<file path="src/rtl/bb_core_mc.sv">
// bb_core_mc -- multi-cycle accumulator-free register core.
//
// Each instruction is fetched over a single shared memory port. Two-word
// instructions (LDI, LD, ST, JMP, JZ) are followed by an operand fetch. The
// core then spends one EXEC cycle and, for LD/ST, one MEM access.
//
// Memory handshake: the core holds o_mem_req together with a stable
// o_mem_addr, o_mem_we and o_mem_wdata until the memory answers with
// i_mem_ack. i_mem_ack may arrive in the same cycle as the request.
// i_mem_rdata is sampled only in the ack cycle. While the bus is idle,
// every bus output is driven to zero.
//
// Ports
//   clk          clock, rising edge
//   rst          asynchronous active-high reset
//   o_mem_req    memory access request
//   o_mem_we     1 = write, 0 = read (meaningful while o_mem_req=1)
//   o_mem_addr   access address
//   o_mem_wdata  store data
//   i_mem_rdata  read data, valid in the ack cycle
//   i_mem_ack    access complete
//   o_pc         current program counter
//   o_halted     core stopped on HALT
//   dbg_state    current FSM state (debug visibility)
module bb_core_mc #(
  parameter int DATA_WIDTH = 16,
  parameter int REG_NUM = 8,
  parameter logic [DATA_WIDTH-1:0] RESET_PC = '0
) (
  input  logic                  clk,
  input  logic                  rst,
  output logic                  o_mem_req,
  output logic                  o_mem_we,
  output logic [DATA_WIDTH-1:0] o_mem_addr,
  output logic [DATA_WIDTH-1:0] o_mem_wdata,
  input  logic [DATA_WIDTH-1:0] i_mem_rdata,
  input  logic                  i_mem_ack,
  output logic [DATA_WIDTH-1:0] o_pc,
  output logic                  o_halted,
  output logic [2:0]            dbg_state
);

  localparam int RIDX = $clog2(REG_NUM);

  localparam logic [3:0] OP_LDI  = 4'h1;
  localparam logic [3:0] OP_LD   = 4'h2;
  localparam logic [3:0] OP_ST   = 4'h3;
  localparam logic [3:0] OP_ADD  = 4'h4;
  localparam logic [3:0] OP_SUB  = 4'h5;
  localparam logic [3:0] OP_AND  = 4'h6;
  localparam logic [3:0] OP_OR   = 4'h7;
  localparam logic [3:0] OP_XOR  = 4'h8;
  localparam logic [3:0] OP_MOV  = 4'h9;
  localparam logic [3:0] OP_JMP  = 4'hA;
  localparam logic [3:0] OP_JZ   = 4'hB;
  localparam logic [3:0] OP_HALT = 4'hF;

  typedef enum logic [2:0] {
    S_FETCH   = 3'd0,
    S_OPERAND = 3'd1,
    S_EXEC    = 3'd2,
    S_MEM     = 3'd3,
    S_HALT    = 3'd4
  } state_t;

  state_t                state;
  logic [DATA_WIDTH-1:0] pc;
  logic [DATA_WIDTH-1:0] opr;
  // Only the decoded fields of the instruction word are kept; the low bits
  // below rs carry no meaning.
  logic [3:0]            ir_op;
  logic [RIDX-1:0]       ir_rd;
  logic [RIDX-1:0]       ir_rs;
  logic [DATA_WIDTH-1:0] regs [REG_NUM];

  logic [3:0]            f_op;
  logic [RIDX-1:0]       f_rd;
  logic [RIDX-1:0]       f_rs;
  logic [DATA_WIDTH-1:0] val_rd;
  logic [DATA_WIDTH-1:0] val_rs;
  logic [DATA_WIDTH-1:0] alu_res;
  logic                  alu_wr;

  function automatic logic is_two_word(input logic [3:0] op);
    return (op == OP_LDI) || (op == OP_LD) || (op == OP_ST) ||
           (op == OP_JMP) || (op == OP_JZ);
  endfunction

  // Field split of the word arriving in a FETCH ack cycle.
  assign f_op = i_mem_rdata[DATA_WIDTH-1 -: 4];
  assign f_rd = i_mem_rdata[DATA_WIDTH-5 -: RIDX];
  assign f_rs = i_mem_rdata[DATA_WIDTH-5-RIDX -: RIDX];

  // Both operands are read from the current register contents, so rd==rs
  // naturally uses the old value (ADD r1,r1 doubles r1).
  assign val_rd = regs[ir_rd];
  assign val_rs = regs[ir_rs];

  always_comb begin
    alu_res = val_rd;
    alu_wr  = 1'b0;
    case (ir_op)
      OP_LDI:  begin alu_res = opr;             alu_wr = 1'b1; end
      OP_ADD:  begin alu_res = val_rd + val_rs; alu_wr = 1'b1; end
      OP_SUB:  begin alu_res = val_rd - val_rs; alu_wr = 1'b1; end
      OP_AND:  begin alu_res = val_rd & val_rs; alu_wr = 1'b1; end
      OP_OR:   begin alu_res = val_rd | val_rs; alu_wr = 1'b1; end
      OP_XOR:  begin alu_res = val_rd ^ val_rs; alu_wr = 1'b1; end
      OP_MOV:  begin alu_res = val_rs;          alu_wr = 1'b1; end
      default: begin alu_res = val_rd;          alu_wr = 1'b0; end
    endcase
  end

  always_ff @(posedge clk or posedge rst) begin
    if (rst) begin
      state <= S_FETCH;
      pc    <= RESET_PC;
      opr   <= '0;
      ir_op <= '0;
      ir_rd <= '0;
      ir_rs <= '0;
      for (int i = 0; i < REG_NUM; i++) regs[i] <= '0;
    end else begin
      case (state)
        S_FETCH: begin
          if (i_mem_ack) begin
            ir_op <= f_op;
            ir_rd <= f_rd;
            ir_rs <= f_rs;
            pc    <= pc + DATA_WIDTH'(1);
            state <= is_two_word(f_op) ? S_OPERAND : S_EXEC;
          end
        end
        S_OPERAND: begin
          if (i_mem_ack) begin
            opr   <= i_mem_rdata;
            pc    <= pc + DATA_WIDTH'(1);
            state <= S_EXEC;
          end
        end
        S_EXEC: begin
          if (alu_wr) regs[ir_rd] <= alu_res;
          state <= S_FETCH;
          case (ir_op)
            OP_JMP:       pc <= opr;
            OP_JZ:        if (val_rs == '0) pc <= opr;
            OP_LD, OP_ST: state <= S_MEM;
            OP_HALT:      state <= S_HALT;
            default:      ;
          endcase
        end
        S_MEM: begin
          if (i_mem_ack) begin
            if (ir_op == OP_LD) regs[ir_rd] <= i_mem_rdata;
            state <= S_FETCH;
          end
        end
        S_HALT:  state <= S_HALT;
        default: state <= S_FETCH;
      endcase
    end
  end

  // The bus is decoded from the registered state. rst gates the request
  // directly so nothing is requested while reset is held, even though the
  // reset state is FETCH.
  always_comb begin
    o_mem_req   = 1'b0;
    o_mem_we    = 1'b0;
    o_mem_addr  = '0;
    o_mem_wdata = '0;
    if (!rst) begin
      case (state)
        S_FETCH, S_OPERAND: begin
          o_mem_req  = 1'b1;
          o_mem_addr = pc;
        end
        S_MEM: begin
          o_mem_req  = 1'b1;
          o_mem_addr = opr;
          if (ir_op == OP_ST) begin
            o_mem_we    = 1'b1;
            o_mem_wdata = val_rs;
          end
        end
        default: ;
      endcase
    end
  end

  assign o_pc      = pc;
  assign o_halted  = (state == S_HALT);
  assign dbg_state = state;

endmodule
</file>
<file path="config.mk">
export PLATFORM = sky130hd
export DESIGN_NAME = bb_core_mc
export DESIGN_NICKNAME = d
export VERILOG_FILES = /design/src/rtl/bb_core_mc.sv
export SDC_FILE = /design/constraint.sdc
export NUM_CORES = 1
export LEC_CHECK = 0
export CAP_MARGIN = 5
export CORE_MARGIN = 3
export CORE_UTILIZATION = 40
export CTS_CLUSTER_DIAMETER = 40
export DETAILED_ROUTE_END_ITERATION = 12
export PLACE_DENSITY = 0.57
export SYNTH_ARGS = -nofsm -noshare
export SYNTH_HDL_FRONTEND = slang
export SYNTH_SLANG_ARGS = --single-unit
</file>
<file path="constraint.sdc">
create_clock -name clk -period 9.8 [get_ports clk]
set_input_delay 1.96 -clock clk [delete_from_list [all_inputs] [get_ports clk]]
set_output_delay 1.96 -clock clk [all_outputs]
set_load 0.005 [all_outputs]
</file>
==> qor.yml <==
floorplan:
  die_w_um: 177
  ios: 73
  rows: 61
  die_h_um: 177
  initial_core_util_pct: 41.4
  die-area_um2: 31300
  core_area_um2: 28200
layout:
  antenna_cells: 0
  nets: 1355
  n_fill_cell: 2727
  final_cell_mix: "nand2_1 (170), dfrtp_1 (169), o21ai_0 (159)"
  fin_util_pct: 47.3
  layout-drive-gt1-share_pct: 13.8
  final_common_cell: "nand2_1"
  areaGrowthSynthToFinish_pct: 14.4
  final-instance-count-excl-fill: 1677
worst_hold_path:
  min_path_type: "flop to flop"
  holdPathStages: 2
synth:
  synth_top_cell_area_share_pct: 37.1
  syn_area_per_cell_um2: 9.30
  yosys_warnings: 0
  synth-seq-cells: 173
  synth_top_cell_by_area: "dfrtp_1"
  synth_area_leaders: "dfrtp_1 (37%), mux4_2 (7.9%), o21ai_0 (6.8%)"
  seq_area_frac_synth_pct: 37.1
  syn_nets: 1325
  synth.distinct_cells: 76
  syn_area_um2: 11700
  async_reset_ff_share_pct: 100
  synth_ff_type: "dfrtp_1"
  synth_edf_count: 0
  syn_inst: 1256
route:
  wirelength_um: 36500
  viasPerCell: 5.90
  initialDrtViolationCount: 736
  routedWlPerCell_um: 21.8
  antenna_left: 0
  drc: 0
  vias: 9889
  dr.pass1.iters: 5
cts:
  postCtsHoldBufs: 0
  cts.sinks: 173
  post_cts_buffers: 0
  numCtsBuffers: 17
  clk_latency_ns: 0.44
  cts_buffer_depth: 2
  clock_tree.root_cell: "clkbuf_16"
  cts_resized: 0
  clk_pin_slew_ns: 0.07
  cts_tree: "built"
  cts_max_level: 4
place:
  place_congestion: 0.900
  port_buffers: 72
  pre_cts_ws_ns: 2.80
  dp_cells: 1644
  dp_hpwl_um: 25600
sta:
  rsz0062_at_grt: "no"
  maxSlewViolCount: 0
  worst_pin_slew_ns: 1.26
  fin_crit_sh_pct: 70.2
  setup_ws_ns: 2.92
  min_period_ns: 6.88
  timing.slew.headroom_pct: 14.8
  finalSetupViolCount: 0
  setup-tns-final_ns: 0
  fmax_mhz: 145
  worst_clock_skew_ns: 0.0137
  hold_violations: 0
global_route:
  antenna_found_initial: 0
  grt_pass1_vias: 9584
  grt_max_degree: 78
  grt_first_pass_wirelength_um: 57400
  grt-ovfl-total: 0
  grtUsageTotal_pct: 23.7
critical_path:
  path_cells: "clkdlybuf4s50_1, inv_6, nand4b_1, nor2_1, clkdlybuf4s50_1"
  rrSetupSlack_ns: 4.22
  endpoint_kind: "output port"
  startpoint_type: "input pin"
  path_max_fanout: 77
  cp_common_cell: "clkdlybuf4s50_1"
  crit_required_ns: 7.84
  r2r_cells: 16
  crit_cells: 5
  crit_arrival_ns: 4.92
  path_buf_inv: 3
  slowest_delay_ns: 0.99
  critical-path-top-delay-family: "buffers and inverters"
  path_class: "input pin to output port"
  cpMaxStageDelayCell: "nand4b_1"
job:
  max_cap_violations: 0
run_status:
  status: "finished, final reports clean"
-- metal layers --
layer  vias up  share of wire (%)  routed length (µm)  global-route usage (%)
met4         0                2.4                 879                    6.25
met3        63                5.7                2070                    3.71
met5         -                  0                   0                       0
met2       327                 47               17100                    39.3
met1      4847                 45               16400                    32.5
li1       4652                  -                   -                       -
-- state kept, by name, summed over array words and instances, names as in the netlist --
signal	flops
dbg_state	3
ir_op	4
ir_rd	3
ir_rs	3
o_pc	16
opr	16
regs	128
-- cell families after synthesis --
kind of cell | count (synthesis) | synth area share (%)
and+or+nand+nor | 374 | 14.7
DFF | 173 | 37.1
muxes | 115 | 15.5
buffers and inverters | 134 | 4.71
AOI/OAI and AO/OA | 388 | 20.8
xor gates and xnor gates | 22 | 1.77
adders and majority gates | 50 | 5.42
-- path summary, 6_finish.rpt --
path / startpoint / end
setup / recovery: rst / o_mem_wdata[4]
hold / removal: regs[44] / regs[44]
setup reg to reg: ir_rs[2] / regs[79]
hold reg to reg: regs[44] / regs[44]
max in group asynchronous: rst / ir_rd[2]
min in group asynchronous: rst / dbg_state[1]
-- through the flow --
| step | hold WS (ns) | cell area, µm² |
|---|---|---|
| 6_report | 0.506 | 13400 |
| 5_1_grt | 0.537 | 13400 |
| 4_1_cts | 0.506 | 13400 |
| 3_5_place_dp | 0.490 | 12700 |
| 3_3_place_gp | 0.480 | 12700 |
| 2_1_floorplan | 0.458 | 11700 |
-- cell usage after synthesis (all sizes together) (5+ instances only) --
library cell,instances
o21ai,175
dfrtp,173
nand2,171
nor2,74
a21oi,67
clkbuf,66
ha,49
inv,47
mux4,42
mux2,40
nand3,34
mux2i,33
nand2b,27
o22ai,22
a221oi,21
xnor2,21
buf,20
nor3,17
a211oi,14
a22oi,13
nor2b,11
o31ai,11
a31oi,8
o221ai,8
and2,7
nor3b,6
o211ai,6
o21a,6
a221o,5
a22o,5
o2bb2a,5
or2,5
-- worst reg2reg max path: stages, from the launching register on --
cell and delay (ns):
dfrtp_2 0.34, buf_4 0.51, mux4_2 0.42, mux2i_1 0.48, ha_1 0.28, inv_1 0.06, or3_1 0.50, o31ai_1 0.34
xnor2_1 0.11, ha_1 0.36, a21oi_1 0.38, o21ai_0 0.21, a21o_1 0.20, a221oi_1 0.32, xnor3_1 0.49, a21oi_4 0.38
o21ai_2 0.08
-- area by class of cell --
type / count / area [µm²] / share of cell area [%]
multi-input cells: 949 / 6820 / 51.0
clock buffers: 17 / 425 / 3.18
flip-flops and latches: 173 / 4330 / 32.4
well taps: 378 / 473 / 3.54
clock inverters: 15 / 218 / 1.63
repair buffers: 97 / 908 / 6.80
inverters: 48 / 185 / 1.39
Power is not shown: default switching activity piles up to over one toggle a cycle in this logic, so the estimate is an artifact.
